`src/rtl/fifo_burst_reader.sv`:
```
// fifo_burst_reader: pops a burst of len words from a show-ahead FIFO and
// forwards them as a registered valid/ready stream with last/done markers.
//
// Ports:
//   CLK, nRST      clock (rising edge), asynchronous active-low reset
//   start, len     burst request; sampled only while idle
//   busy, done     busy while streaming or finishing; done is a 1-cycle pulse
//   words_sent     beats accepted downstream in the current burst
//   fifo_dat_out   FIFO head word (show-ahead), fifo_is_empty its empty flag
//   fifo_pop       combinational pop request to the FIFO
//   out_valid, out_ready, out_data, out_last   downstream stream

package fifo_burst_pkg;
    typedef logic [31:0] word_t;
endpackage

module fifo_burst_reader
    import fifo_burst_pkg::*;
#(
    parameter int MAX_LEN = 16,
    localparam int LW = $clog2(MAX_LEN) + 1
) (
    input  logic          CLK,
    input  logic          nRST,
    input  logic          start,
    input  logic [LW-1:0] len,
    output logic          busy,
    output logic          done,
    output logic [LW-1:0] words_sent,
    input  word_t         fifo_dat_out,
    input  logic          fifo_is_empty,
    output logic          fifo_pop,
    output logic          out_valid,
    input  logic          out_ready,
    output word_t         out_data,
    output logic          out_last
);

    typedef enum logic [1:0] {
        IDLE,
        STREAM,
        DONE
    } state_t;

    state_t        state;
    state_t        state_nxt;
    logic [LW-1:0] remaining;
    logic [LW-1:0] len_q;
    logic [LW-1:0] len_eff;
    logic          hs;
    logic          accept;

    // Out-of-range requests are clamped so the counters stay meaningful.
    assign len_eff = (len > LW'(MAX_LEN)) ? LW'(MAX_LEN) : len;
    assign hs      = out_valid && out_ready;
    assign accept  = (state == IDLE) && start;

    always_ff @(posedge CLK or negedge nRST) begin
        if (!nRST) begin
            state <= IDLE;
        end else begin
            state <= state_nxt;
        end
    end

    always_comb begin
        state_nxt = state;
        busy      = 1'b0;
        done      = 1'b0;
        fifo_pop  = 1'b0;
        unique case (state)
            IDLE: begin
                if (start) begin
                    state_nxt = (len_eff == '0) ? DONE : STREAM;
                end
            end
            STREAM: begin
                busy = 1'b1;
                // Refill the output register when it is empty or being
                // drained this cycle, which keeps one beat per cycle.
                fifo_pop = (remaining != '0) && !fifo_is_empty &&
                           (!out_valid || out_ready);
                if (hs && out_last) begin
                    state_nxt = DONE;
                end
            end
            DONE: begin
                busy      = 1'b1;
                done      = 1'b1;
                state_nxt = IDLE;
            end
            default: begin
                state_nxt = IDLE;
            end
        endcase
    end

    always_ff @(posedge CLK or negedge nRST) begin
        if (!nRST) begin
            remaining  <= '0;
            len_q      <= '0;
            words_sent <= '0;
            out_valid  <= 1'b0;
            out_last   <= 1'b0;
            out_data   <= '0;
        end else begin
            if (accept) begin
                remaining  <= len_eff;
                len_q      <= len_eff;
                words_sent <= '0;
            end
            if (fifo_pop) begin
                out_data  <= fifo_dat_out;
                out_valid <= 1'b1;
                out_last  <= (remaining == LW'(1));
                remaining <= remaining - LW'(1);
            end else if (hs) begin
                out_valid <= 1'b0;
                out_last  <= 1'b0;
            end
            if (hs && (words_sent != len_q)) begin
                words_sent <= words_sent + LW'(1);
            end
        end
    end

endmodule
```
`config.mk`:
```
export PLATFORM = sky130hd
export DESIGN_NAME = fifo_burst_reader
export DESIGN_NICKNAME = d
export VERILOG_FILES = /design/src/rtl/fifo_burst_reader.sv
export SDC_FILE = /design/constraint.sdc
export NUM_CORES = 1
export LEC_CHECK = 0
export BUFFER_PORTS_ARGS = -buffer_cell sky130_fd_sc_hd__clkbuf_2
export CORE_MARGIN = 2
export CORE_UTILIZATION = 50
export CTS_CLUSTER_DIAMETER = 60
export DETAILED_ROUTE_END_ITERATION = 10
export PLACE_DENSITY = 0.79
export SKIP_LAST_GASP = 1
export SYNTH_ARGS = -nofsm -noshare
export SYNTH_HDL_FRONTEND = slang
export SYNTH_SLANG_ARGS = --single-unit
```
`constraint.sdc`:
```
create_clock -name CLK -period 3.9 [get_ports CLK]
set_clock_uncertainty 0.2 [all_clocks]
set_input_delay 0.78 -clock CLK [delete_from_list [all_inputs] [get_ports CLK]]
set_output_delay 0.78 -clock CLK [all_outputs]
set_load 0.01 [all_outputs]
```
==> results of run 1 <==
## placed cells by master (no fill, tap or decap), drive strengths merged, types with 2 or more instances in the layout
| cell type | count |
|---|---|
| o221ai | 3 |
| nand3 | 6 |
| nand2b | 2 |
| ha | 7 |
| inv | 12 |
| mux2 | 33 |
| nor3 | 2 |
| xnor2 | 7 |
| buf | 2 |
| o21ai | 4 |
| clkinv | 3 |
| a21oi | 4 |
| clkbuf | 88 |
| dfrtp | 51 |
| a22o | 2 |
| a221oi | 2 |
| nand2 | 13 |
| nor2b | 2 |
| o22ai | 2 |
| mux2i | 4 |
| nor2 | 2 |
## area by class of cell
| class | count | area, um^2 |
|---|---|---|
| sequential | 51 | 1280 |
| tap | 52 | 65.1 |
| inverter | 12 | 45.0 |
| clock buffer | 5 | 68.8 |
| multi-input combinational | 108 | 928 |
| timing repair buffer | 85 | 430 |
| fill | 373 | 1560 |
| clock inverter | 3 | 15.0 |
## per-stage QoR
step | utilization (%) | power, uW | hold slack (ps)
2_1_floorplan | - | 1480 | 267
3_3_place_gp | 62.6 | 1780 | 267
3_5_place_dp | 62.6 | 1820 | 276
4_1_cts | 64.5 | 2110 | 297
5_1_grt | 64.5 | 2240 | 320
6_report | 64.5 | 2090 | 281
## worst paths after layout
| kind | endpoint | slack (ps) | start | depth (start not counted) |
|---|---|---|---|---|
| max in group asynchronous | out_data[22] | 2450 | nRST | 2 |
| setup reg to reg | remaining[3] | 1630 | state[1] | 7 |
| min in group CLK | out_data[3] | 290 | out_data[3] | 1 |
| hold reg to reg | out_data[3] | 290 | out_data[3] | 1 |
| hold / removal | out_data[19] | 280 | nRST | 1 |
| setup / recovery | fifo_pop | 1420 | state[1] | 5 |
## registers in the layout, summed over array words and instances, names as in the netlist
name and flops:
out_data 32, len_q 5, remaining 5, words_sent 5, state 2, out_last 1, out_valid 1
## worst max-delay path, stage by stage (launching register included)
cell and delay, ps:
dfrtp_1 390, inv_1 90, ha_1 180, nand2b_1 130
a211oi_4 240, clkbuf_2 180
## cells by family (layout without fill, tap and decap cells)
kind of cell               after synthesis  count (layout)
xor gates and xnor gates                 7               7
muxes                                   37              37
adders and majority gates                7               7
and+or+nand+nor                         33              33
buffers and inverters                   18             105
DFF                                     51              51
AOI/OAI and AO/OA                       24              24
## routing by layer
metal  vias up  GRT usage (%)
li1        795              -
met3         8           4.64
met1       841           22.4
met4         0           6.92
met2        53           32.0
met5         -              0
## power by group
group | internal [uW] | total, uW | switching, uW
combinational | 430 | 881 | 451
clock | 123 | 290 | 167
sequential | 772 | 916 | 144
==> results by group, run 1 <==
Run status
  • Run status: finished clean

Synth
  • Largest family of logic cells by synthesized area: multiplexers
  • Top cells by count, synth: dfrtp_1 (51), mux2_2 (17), mux2_1 (16), nand2_1 (13), inv_1 (12)
  • Mean post-synth cell area: 12.9 um^2
  • Mapped Cells: 177
  • Flops & latches, synth: 51
  • Synth area leader: dfrtp_1
  • Post-synthesis mux area share: 18.0%
  • Area share of the largest cell type after synthesis: 55.9%
  • Top-count cell post-synth: dfrtp_1
  • Synth unique cells: 39
  • Xor and xnor area share after synthesis: 2.69%
  • Syn Nets: 226
  • Adder-Cell Fraction of Synth Area: 3.84%
  • Sequential share of the synthesized area: 55.9%
  • Synthesized area: 2280 um^2
  • Synth top area cells: dfrtp_1 (56%), mux2_2 (8.4%), mux2_1 (7.9%), ha_1 (3.8%), xnor2_1 (2.7%)
  • Fraction of registers with async set/reset: 100%
  • Synth Flop Type: dfrtp_1
  • Synth warn: 0
  • Simple logic cell fraction of the synthesized area: 7.89%
  • Compound-Gate Fraction of Synth Area: 7.89%
  • Post-synth EDFFs: 0

GRT
  • Global-route wire length before repair: 7520 um
  • Vias in the first global route: 1746
  • GRT overflow: 0
  • GRT Total Usage: 18.5%
  • Largest net degree at the start of global routing: 47
  • Initial antenna violation count: 0

Floorplanning
  • Core box area: 4380 um^2
  • Chip Width: 71.6 um
  • Row count: 24
  • Die ar.: 5120 um^2
  • Die Y: 71.6 um
  • I/O Pins: 84
  • Initial Util: 52.1%

Drt
  • Via count: 1697
  • Max layer used: met4
  • Routed wl met2: 2260 um
  • Vias per std cell: 5.37
  • DRC Markers: 0
  • DRT iter0 DRCs: 89
  • Avg WL per Cell: 13.9 um
  • Routed wire length: 4400 um
  • WL met3: 259 um
  • Antenna Violating Nets Remaining: 0
  • First-pass DRT Iterations: 4
  • Met1 WL: 1830 um

Flow run
  • Max_cap viols: 0

Clock network
  • Post-CTS Setup Bufs: 0
  • Clock Tree Buf Depth: 2
  • Post-CTS Hold Fix Bufs: 0
  • Cts repair resizes: 0
  • CTS tree: built
  • CTS Root Cell: clkbuf_8
  • Worst-path clk slew: 90 ps
  • Clk sinks: 51
  • Clk Latency, worst-skew pair: 300 ps
  • Num CTS Buffers: 5
  • H-Tree Depth: 2

Layout
  • Design Area, Final: 2830 um^2
  • Final std cells w/o fill: 316
  • Layout area overhead: 24.0%
  • Nets: 312
  • Share of post-route cells with drive strength above 1: 43.2%
  • ANT cells: 0

Setup path
  • CP required: 2920 ps
  • Worst Path Arrival: 1500 ps
  • Crit start category: flip-flop
  • Worst Setup End Kind: output port
  • CP Max Fanout: 3
  • Kind of critical path: flip-flop to output port

STA
  • Unrepaired setup endpoints after global routing: false
  • Hold Fails Final Rpt: 0
  • Final max-slew violation count: 0
  • Final period util: 63.7%
  • TNS Setup: 0 ps
  • Final setup vio count: 0
  • Post-route worst setup slack: 1420 ps
  • Max Freq: 403 MHz
  • Worst rel slew slack: 58.5%
  • Final Critical Period: 2480 ps
  • Worst slew pin tran: 622 ps

Place
  • Placed insts: 308
  • DP Wirelength: 3330 um
  • Place WS: 1370 ps
  • GPL Wtd Cong: 0.834
  • Placed Instance Area: 2750 um^2
  • I/O Buffers: 83

Pwr
  • Max IR drop VDD: 0.393 mV
  • Pwr dens: 738 nW/um^2
  • Leakage power: 0.00140 uW

Min path
  • Hold WC Path Type: input pin to async pin
Note: power is estimated with default switching activity, not from simulation.
==> run 2, diff against run 1 <==
--- a/config.mk
+++ b/config.mk
@@ -7,10 +7,10 @@
 export LEC_CHECK = 0
 export BUFFER_PORTS_ARGS = -buffer_cell sky130_fd_sc_hd__clkbuf_2
 export CORE_MARGIN = 2
-export CORE_UTILIZATION = 50
+export CORE_UTILIZATION = 49
 export CTS_CLUSTER_DIAMETER = 60
 export DETAILED_ROUTE_END_ITERATION = 10
-export PLACE_DENSITY = 0.79
+export PLACE_DENSITY = 0.77
 export SKIP_LAST_GASP = 1
 export SYNTH_ARGS = -nofsm -noshare
 export SYNTH_HDL_FRONTEND = slang
==> constraint.sdc (replaced) <==
create_clock -name CLK -period 2.3 [get_ports CLK]
set_clock_uncertainty 0.2 [all_clocks]
set_input_delay 0.46 -clock CLK [delete_from_list [all_inputs] [get_ports CLK]]
set_output_delay 0.46 -clock CLK [all_outputs]
set_load 0.01 [all_outputs]
==> results by group, run 2 (synthesis results as in run 1) <==
Clock network
  • Clock Tree Buf Depth: 2 (unchanged)
  • H-Tree Depth: 2 (unchanged)
  • Worst-path clk slew: 90 ps (about the same)
  • Cts repair resizes: 0 (unchanged)
  • Post-CTS Setup Bufs: 0 (unchanged)
  • CTS tree: built (unchanged)
  • Clk sinks: 51 (unchanged)
  • CTS Root Cell: clkbuf_8 (unchanged)
  • Num CTS Buffers: 5 (unchanged)
  • Clk Latency, worst-skew pair: 300 ps (about the same)

Min path
  • Hold WC Path Type: input pin to flip-flop (was input pin to async pin)

Setup path
  • Worst Setup End Kind: output port (unchanged)
  • Kind of critical path: flip-flop to output port (unchanged)
  • CP Max Fanout: 4 (was 3)
  • Crit start category: flip-flop (unchanged)
  • CP required: 1640 ps (was 2920 ps)
  • Worst Path Arrival: 1530 ps (was 1500 ps)

STA
  • TNS Setup: 0 ps (unchanged)
  • Worst slew pin tran: 540 ps (was 622 ps)
  • Final setup vio count: 0 (unchanged)
  • Worst rel slew slack: 64.0% (was 58.5%)
  • Max Freq: 456 MHz
  • Final period util: 95.4%
  • Final Critical Period: 2190 ps
  • Unrepaired setup endpoints after global routing: false (unchanged)
  • Final max-slew violation count: 0 (unchanged)
  • Hold Fails Final Rpt: 0 (unchanged)

Floorplanning
  • I/O Pins: 84 (unchanged)
  • Chip Width: 72.2 um (was 71.6 um)
  • Row count: 24 (unchanged)
  • Initial Util: 51.7% (was 52.1%)
  • Die Y: 72.2 um (was 71.6 um)
  • Die ar.: 5220 um^2 (was 5120 um^2)
  • Core box area: 4410 um^2 (was 4380 um^2)

Pwr
  • Logic gate share of total power: 42.1% (was 42.2%)
  • Clock Power Share: 14.8% (was 13.9%)
  • Sequential power share: 43.1% (was 43.9%)
  • Int Pwr: 2300 uW (was 1320 uW)
  • Max IR drop VDD: 0.666 mV (was 0.393 mV)
  • Pwr dens: 1240 nW/um^2 (was 738 nW/um^2)
  • Sw power: 1280 uW (was 762 uW)
  • Sw Ratio: 35.7% (was 36.5%)
  • Leakage power: 0.00142 uW (was 0.00140 uW)

Drt
  • Routed wl met2: 2000 um (was 2260 um)
  • WL met3: 309 um (was 259 um)
  • DRC Markers: 0 (unchanged)
  • Met1 WL: 1850 um (was 1830 um)
  • DRT iter0 DRCs: 71 (was 89)
  • Antenna Violating Nets Remaining: 0 (unchanged)
  • Avg WL per Cell: 13.2 um (was 13.9 um)
  • Max layer used: met4 (unchanged)
  • Routed wire length: 4220 um (was 4400 um)
  • Via count: 1640 (was 1697)
  • Vias per std cell: 5.13 (was 5.37)
  • First-pass DRT Iterations: 4 (unchanged)

Layout
  • Most frequent cells in the layout: clkbuf_2 (83), dfrtp_1 (51), mux2_2 (17) (unchanged)
  • ANT cells: 0 (unchanged)
  • Max reg flops: 32 (unchanged)
  • Commonest non-fill, non-tap cell in the layout: clkbuf_2 (unchanged)
  • Design Area, Final: 2890 um^2 (was 2830 um^2)
  • Share of post-route cells with drive strength above 1: 43.7% (was 43.2%)
  • Nets: 316 (was 312)
  • Largest Register: out_data (unchanged)
  • Final std cells w/o fill: 320 (was 316)
  • Layout area overhead: 26.6% (was 24.0%)

GRT
  • Initial antenna violation count: 0 (unchanged)
  • Vias in the first global route: 1692 (was 1746)
  • Global-route wire length before repair: 7290 um (was 7520 um)
  • GRT Total Usage: 17.8% (was 18.5%)
  • Largest net degree at the start of global routing: 31 (was 47)
  • GRT overflow: 0 (unchanged)

Flow run
  • Max_cap viols: 0 (unchanged)

Place
  • GPL Wtd Cong: 0.811 (was 0.834)
  • Placed Instance Area: 2780 um^2 (was 2750 um^2)
  • Placed insts: 311 (was 308)
  • I/O Buffers: 83 (unchanged)
  • DP Wirelength: 3300 um (was 3330 um)

Run status
  • Run status: finished clean (unchanged)
-- run 2: cell types whose count changed in the layout (fill, tap and decap cells not counted) --
cell	delta
clkinvlp_4	+1
clkinv_2	-3
clkinv_4	+1
buf_4	+2
clkbuf_8	+1
dlygate4sd3_1	+1
buf_12	+1
-- run 2: power groups by stage --
stage,registers [uW],logic [uW],clock network (uW)
detailed placement,1570,1530,0
floorplan,1690,816,0
finish,1540,1510,531
global placement,1550,1500,0
global route,1600,1680,586
CTS,1550,1540,546
-- run 2: critical path, cell delays in order, from the launching register on --
cell and delay [ps]:
dfrtp_1 410, inv_1 90, ha_1 250, a211oi_4 310, clkbuf_2 200
-- run 2: final timing paths --
kind | startpoint | end | slack [ps] | depth (start not counted)
max in group asynchronous | nRST | out_data[18] | 770 | 3
worst max register to register | remaining[0] | out_data[31] | 310 | 5
worst max-delay path | remaining[0] | fifo_pop | 110 | 4
worst min register to register | out_data[2] | out_data[2] | 290 | 1
min in group asynchronous | nRST | len_q[3] | 470 | 2
worst min-delay path | fifo_dat_out[2] | out_data[2] | 170 | 2
-- run 2: timing repair --
item | 4_1_cts | 5_1_grt
hold buffers | 1 | 0
endpoints found under the setup margin | 0 | 1
hold endpoints to repair | 21 | 0
-- run 2: through the flow --
step	hold slack, ps	setup WS [ps]	power (uW)	utilization [%]
floorplan	-35.6	358	2510	-
global placement	268	329	3050	63.0
finish	172	106	3580	65.4
CTS	168	35.9	3640	65.4
global route	161	0.467	3870	65.4
detailed placement	278	264	3100	63.0
-- run 2: cell type report --
type                       count  area (um^2)
clock buffer                   6         82.6
clock inverter                 2         16.3
inverter                      12         45.0
sequential                    51         1280
timing repair buffer          89          475
multi-input combinational    108          928
fill                         349         1530
tap                           52         65.1
-- run 2: metal layers --
layer / GRT usage [%] / vias up
met5: 0 / -
met4: 5.66 / 0
met3: 4.86 / 7
met2: 30.7 / 63
met1: 21.7 / 766
li1: - / 804
==> run 3, diff against run 2 <==
--- a/config.mk
+++ b/config.mk
@@ -7,10 +7,10 @@
 export LEC_CHECK = 0
 export BUFFER_PORTS_ARGS = -buffer_cell sky130_fd_sc_hd__clkbuf_2
 export CORE_MARGIN = 2
-export CORE_UTILIZATION = 49
+export CORE_UTILIZATION = 50
 export CTS_CLUSTER_DIAMETER = 60
 export DETAILED_ROUTE_END_ITERATION = 10
-export PLACE_DENSITY = 0.77
+export PLACE_DENSITY = 0.79
 export SKIP_LAST_GASP = 1
 export SYNTH_ARGS = -nofsm -noshare
 export SYNTH_HDL_FRONTEND = slang
==> constraint.sdc (replaced) <==
create_clock -name CLK -period 2.62 [get_ports CLK]
set_clock_uncertainty 0.2 [all_clocks]
set_input_delay 0.524 -clock CLK [delete_from_list [all_inputs] [get_ports CLK]]
set_output_delay 0.524 -clock CLK [all_outputs]
set_load 0.01 [all_outputs]
==> results by group, run 3 (synthesis results as in run 1) <==
Setup path
  • Kind of critical path: flip-flop to output port (unchanged)
  • Register-to-Register Path Depth: 6 (was 5)
  • CP Max Fanout: 3 (was 4)
  • Worst Setup End Kind: output port (unchanged)
  • Worst Path Arrival: 1590 ps (was 1530 ps)
  • CP required: 1900 ps (was 1640 ps)
  • Reg-to-reg setup timing slack: 580 ps (was 310 ps)
  • Crit start category: flip-flop (unchanged)
  • RR Endpoint: out_data[23] (was out_data[31])
  • FF-to-FF Start: state[1] (was remaining[0])

Min path
  • Hold WC Path Type: input pin to async pin (was input pin to flip-flop)

GRT
  • GRT Total Usage: 18.9% (was 17.8%)
  • Global-route wire length before repair: 7540 um (was 7290 um)
  • GRT overflow: 0 (unchanged)
  • Initial antenna violation count: 0 (unchanged)
  • Largest net degree at the start of global routing: 39 (was 31)
  • Vias in the first global route: 1665 (was 1692)

STA
  • Worst slew pin tran: 649 ps (was 540 ps)
  • TNS Setup: 0 ps (unchanged)
  • Final max-slew violation count: 0 (unchanged)
  • Worst rel slew slack: 56.8% (was 64.0%)
  • Max Freq: 432 MHz
  • Hold Fails Final Rpt: 0 (unchanged)
  • Final period util: 88.5%
  • Final setup vio count: 0 (unchanged)
  • WHS: 26.3 ps (was 172 ps)
  • Final Critical Period: 2320 ps
  • Unrepaired setup endpoints after global routing: false (unchanged)

Drt
  • Via count: 1657 (was 1640)
  • Avg WL per Cell: 13.9 um (was 13.2 um)
  • DRC Markers: 0 (unchanged)
  • DRT iter0 DRCs: 59 (was 71)
  • First-pass DRT Iterations: 4 (unchanged)
  • Vias per std cell: 5.23 (was 5.13)
  • Routed wire length: 4400 um (was 4220 um)
  • Antenna Violating Nets Remaining: 0 (unchanged)

Floorplanning
  • I/O Pins: 84 (unchanged)
  • Initial Util: 52.1% (was 51.7%)
  • Core box area: 4380 um^2 (was 4410 um^2)
  • Die ar.: 5120 um^2 (was 5220 um^2)
  • Row count: 24 (unchanged)
  • Chip Width: 71.6 um (was 72.2 um)
  • Die Y: 71.6 um (was 72.2 um)

Place
  • I/O Buffers: 83 (unchanged)
  • DP Wirelength: 3320 um (was 3300 um)
  • GPL Wtd Cong: 0.834 (was 0.811)

Pwr
  • Sequential power share: 41.0% (was 43.1%)
  • Max IR drop VDD: 0.651 mV (was 0.666 mV)
  • Pwr dens: 1140 nW/um^2 (was 1240 nW/um^2)
  • Sw power: 1140 uW (was 1280 uW)
  • Tot Pwr: 3320 uW (was 3580 uW)
  • Clock Power Share: 19.2% (was 14.8%)
  • Sw Ratio: 34.3% (was 35.7%)
  • Logic gate share of total power: 39.8% (was 42.1%)
  • Leakage power: 0.00143 uW (was 0.00142 uW)
  • Int Pwr: 2180 uW (was 2300 uW)

Clock network
  • Clock Tree Buf Depth: 2 (unchanged)
  • CTS tree: built (unchanged)
  • Clk Latency, worst-skew pair: 300 ps (about the same)
  • Post-CTS Hold Fix Bufs: 0 (was 1)
  • Cts repair resizes: 0 (unchanged)
  • Worst-path clk slew: 90 ps (about the same)
  • CTS Root Cell: clkbuf_8 (unchanged)
  • Num CTS Buffers: 5 (unchanged)
  • H-Tree Depth: 2 (unchanged)
  • Post-CTS Setup Bufs: 0 (unchanged)
  • Clk sinks: 51 (unchanged)

Layout
  • Final core occ: 66.5% (was 65.4%)
  • Share of post-route cells with drive strength above 1: 43.4% (was 43.7%)
  • Layout area overhead: 27.7% (was 26.6%)
  • Commonest non-fill, non-tap cell in the layout: clkbuf_2 (unchanged)
  • Most frequent cells in the layout: clkbuf_2 (83), dfrtp_1 (51), mux2_2 (17) (unchanged)
  • Max reg flops: 32 (unchanged)
  • ANT cells: 0 (unchanged)
  • Largest Register: out_data (unchanged)
  • Nets: 313 (was 316)

Flow run
  • Max_cap viols: 0 (unchanged)

Run status
  • Run status: finished clean (unchanged)
run 3: how the worst max path moves through the flow:
stage / startpoint / depth (start not counted) / end
final: state[1] / 5 / fifo_pop
after global routing: state[1] / 5 / fifo_pop
after CTS: state[1] / 5 / fifo_pop
after detailed placement: fifo_is_empty / 5 / out_data[19]
after global placement: fifo_is_empty / 5 / out_data[17]
after floorplan: state[1] / 6 / fifo_pop
run 3: final cells by class:
class | instances | area, um^2
tap | 52 | 65.1
fill | 340 | 1470
timing repair buffer | 86 | 463
clock buffer | 5 | 68.8
inverter | 12 | 45.0
multi-input combinational | 108 | 928
clock inverter | 3 | 67.6
sequential | 51 | 1280
run 3: power groups by stage:
| stage | clock network (uW) | registers, uW | logic [uW] |
|---|---|---|---|
| after floorplan | 0 | 1480 | 716 |
| after global placement | 0 | 1370 | 1300 |
| after detailed placement | 0 | 1380 | 1340 |
| after CTS | 653 | 1370 | 1340 |
| after global routing | 686 | 1420 | 1460 |
| final | 638 | 1360 | 1320 |
run 3: metal layers:
metal / up-vias / share of wire [%] / GRT usage [%]
li1: 793 / - / -
met1: 811 / 42 / 23.4
met2: 48 / 51 / 32.3
met3: 5 / 5.0 / 4.22
met4: 0 / 1.6 / 7.55
met5: - / 0 / 0
run 3: worst max-delay path: stages, from the launching register on:
cell      delay (ps)
dfrtp_1          390
inv_1             90
ha_1             180
nand2b_1         120
a211oi_4         320
clkbuf_2         200
run 3: metrics by stage:
stage / cell area [um^2] / instances / setup slack (ps)
finish: 2910 / 317 / 303
global route: 2910 / 317 / 181
CTS: 2910 / 317 / 283
detailed placement: 2780 / 309 / 547
global placement: 2780 / 309 / 590
floorplan: 2280 / 177 / 614
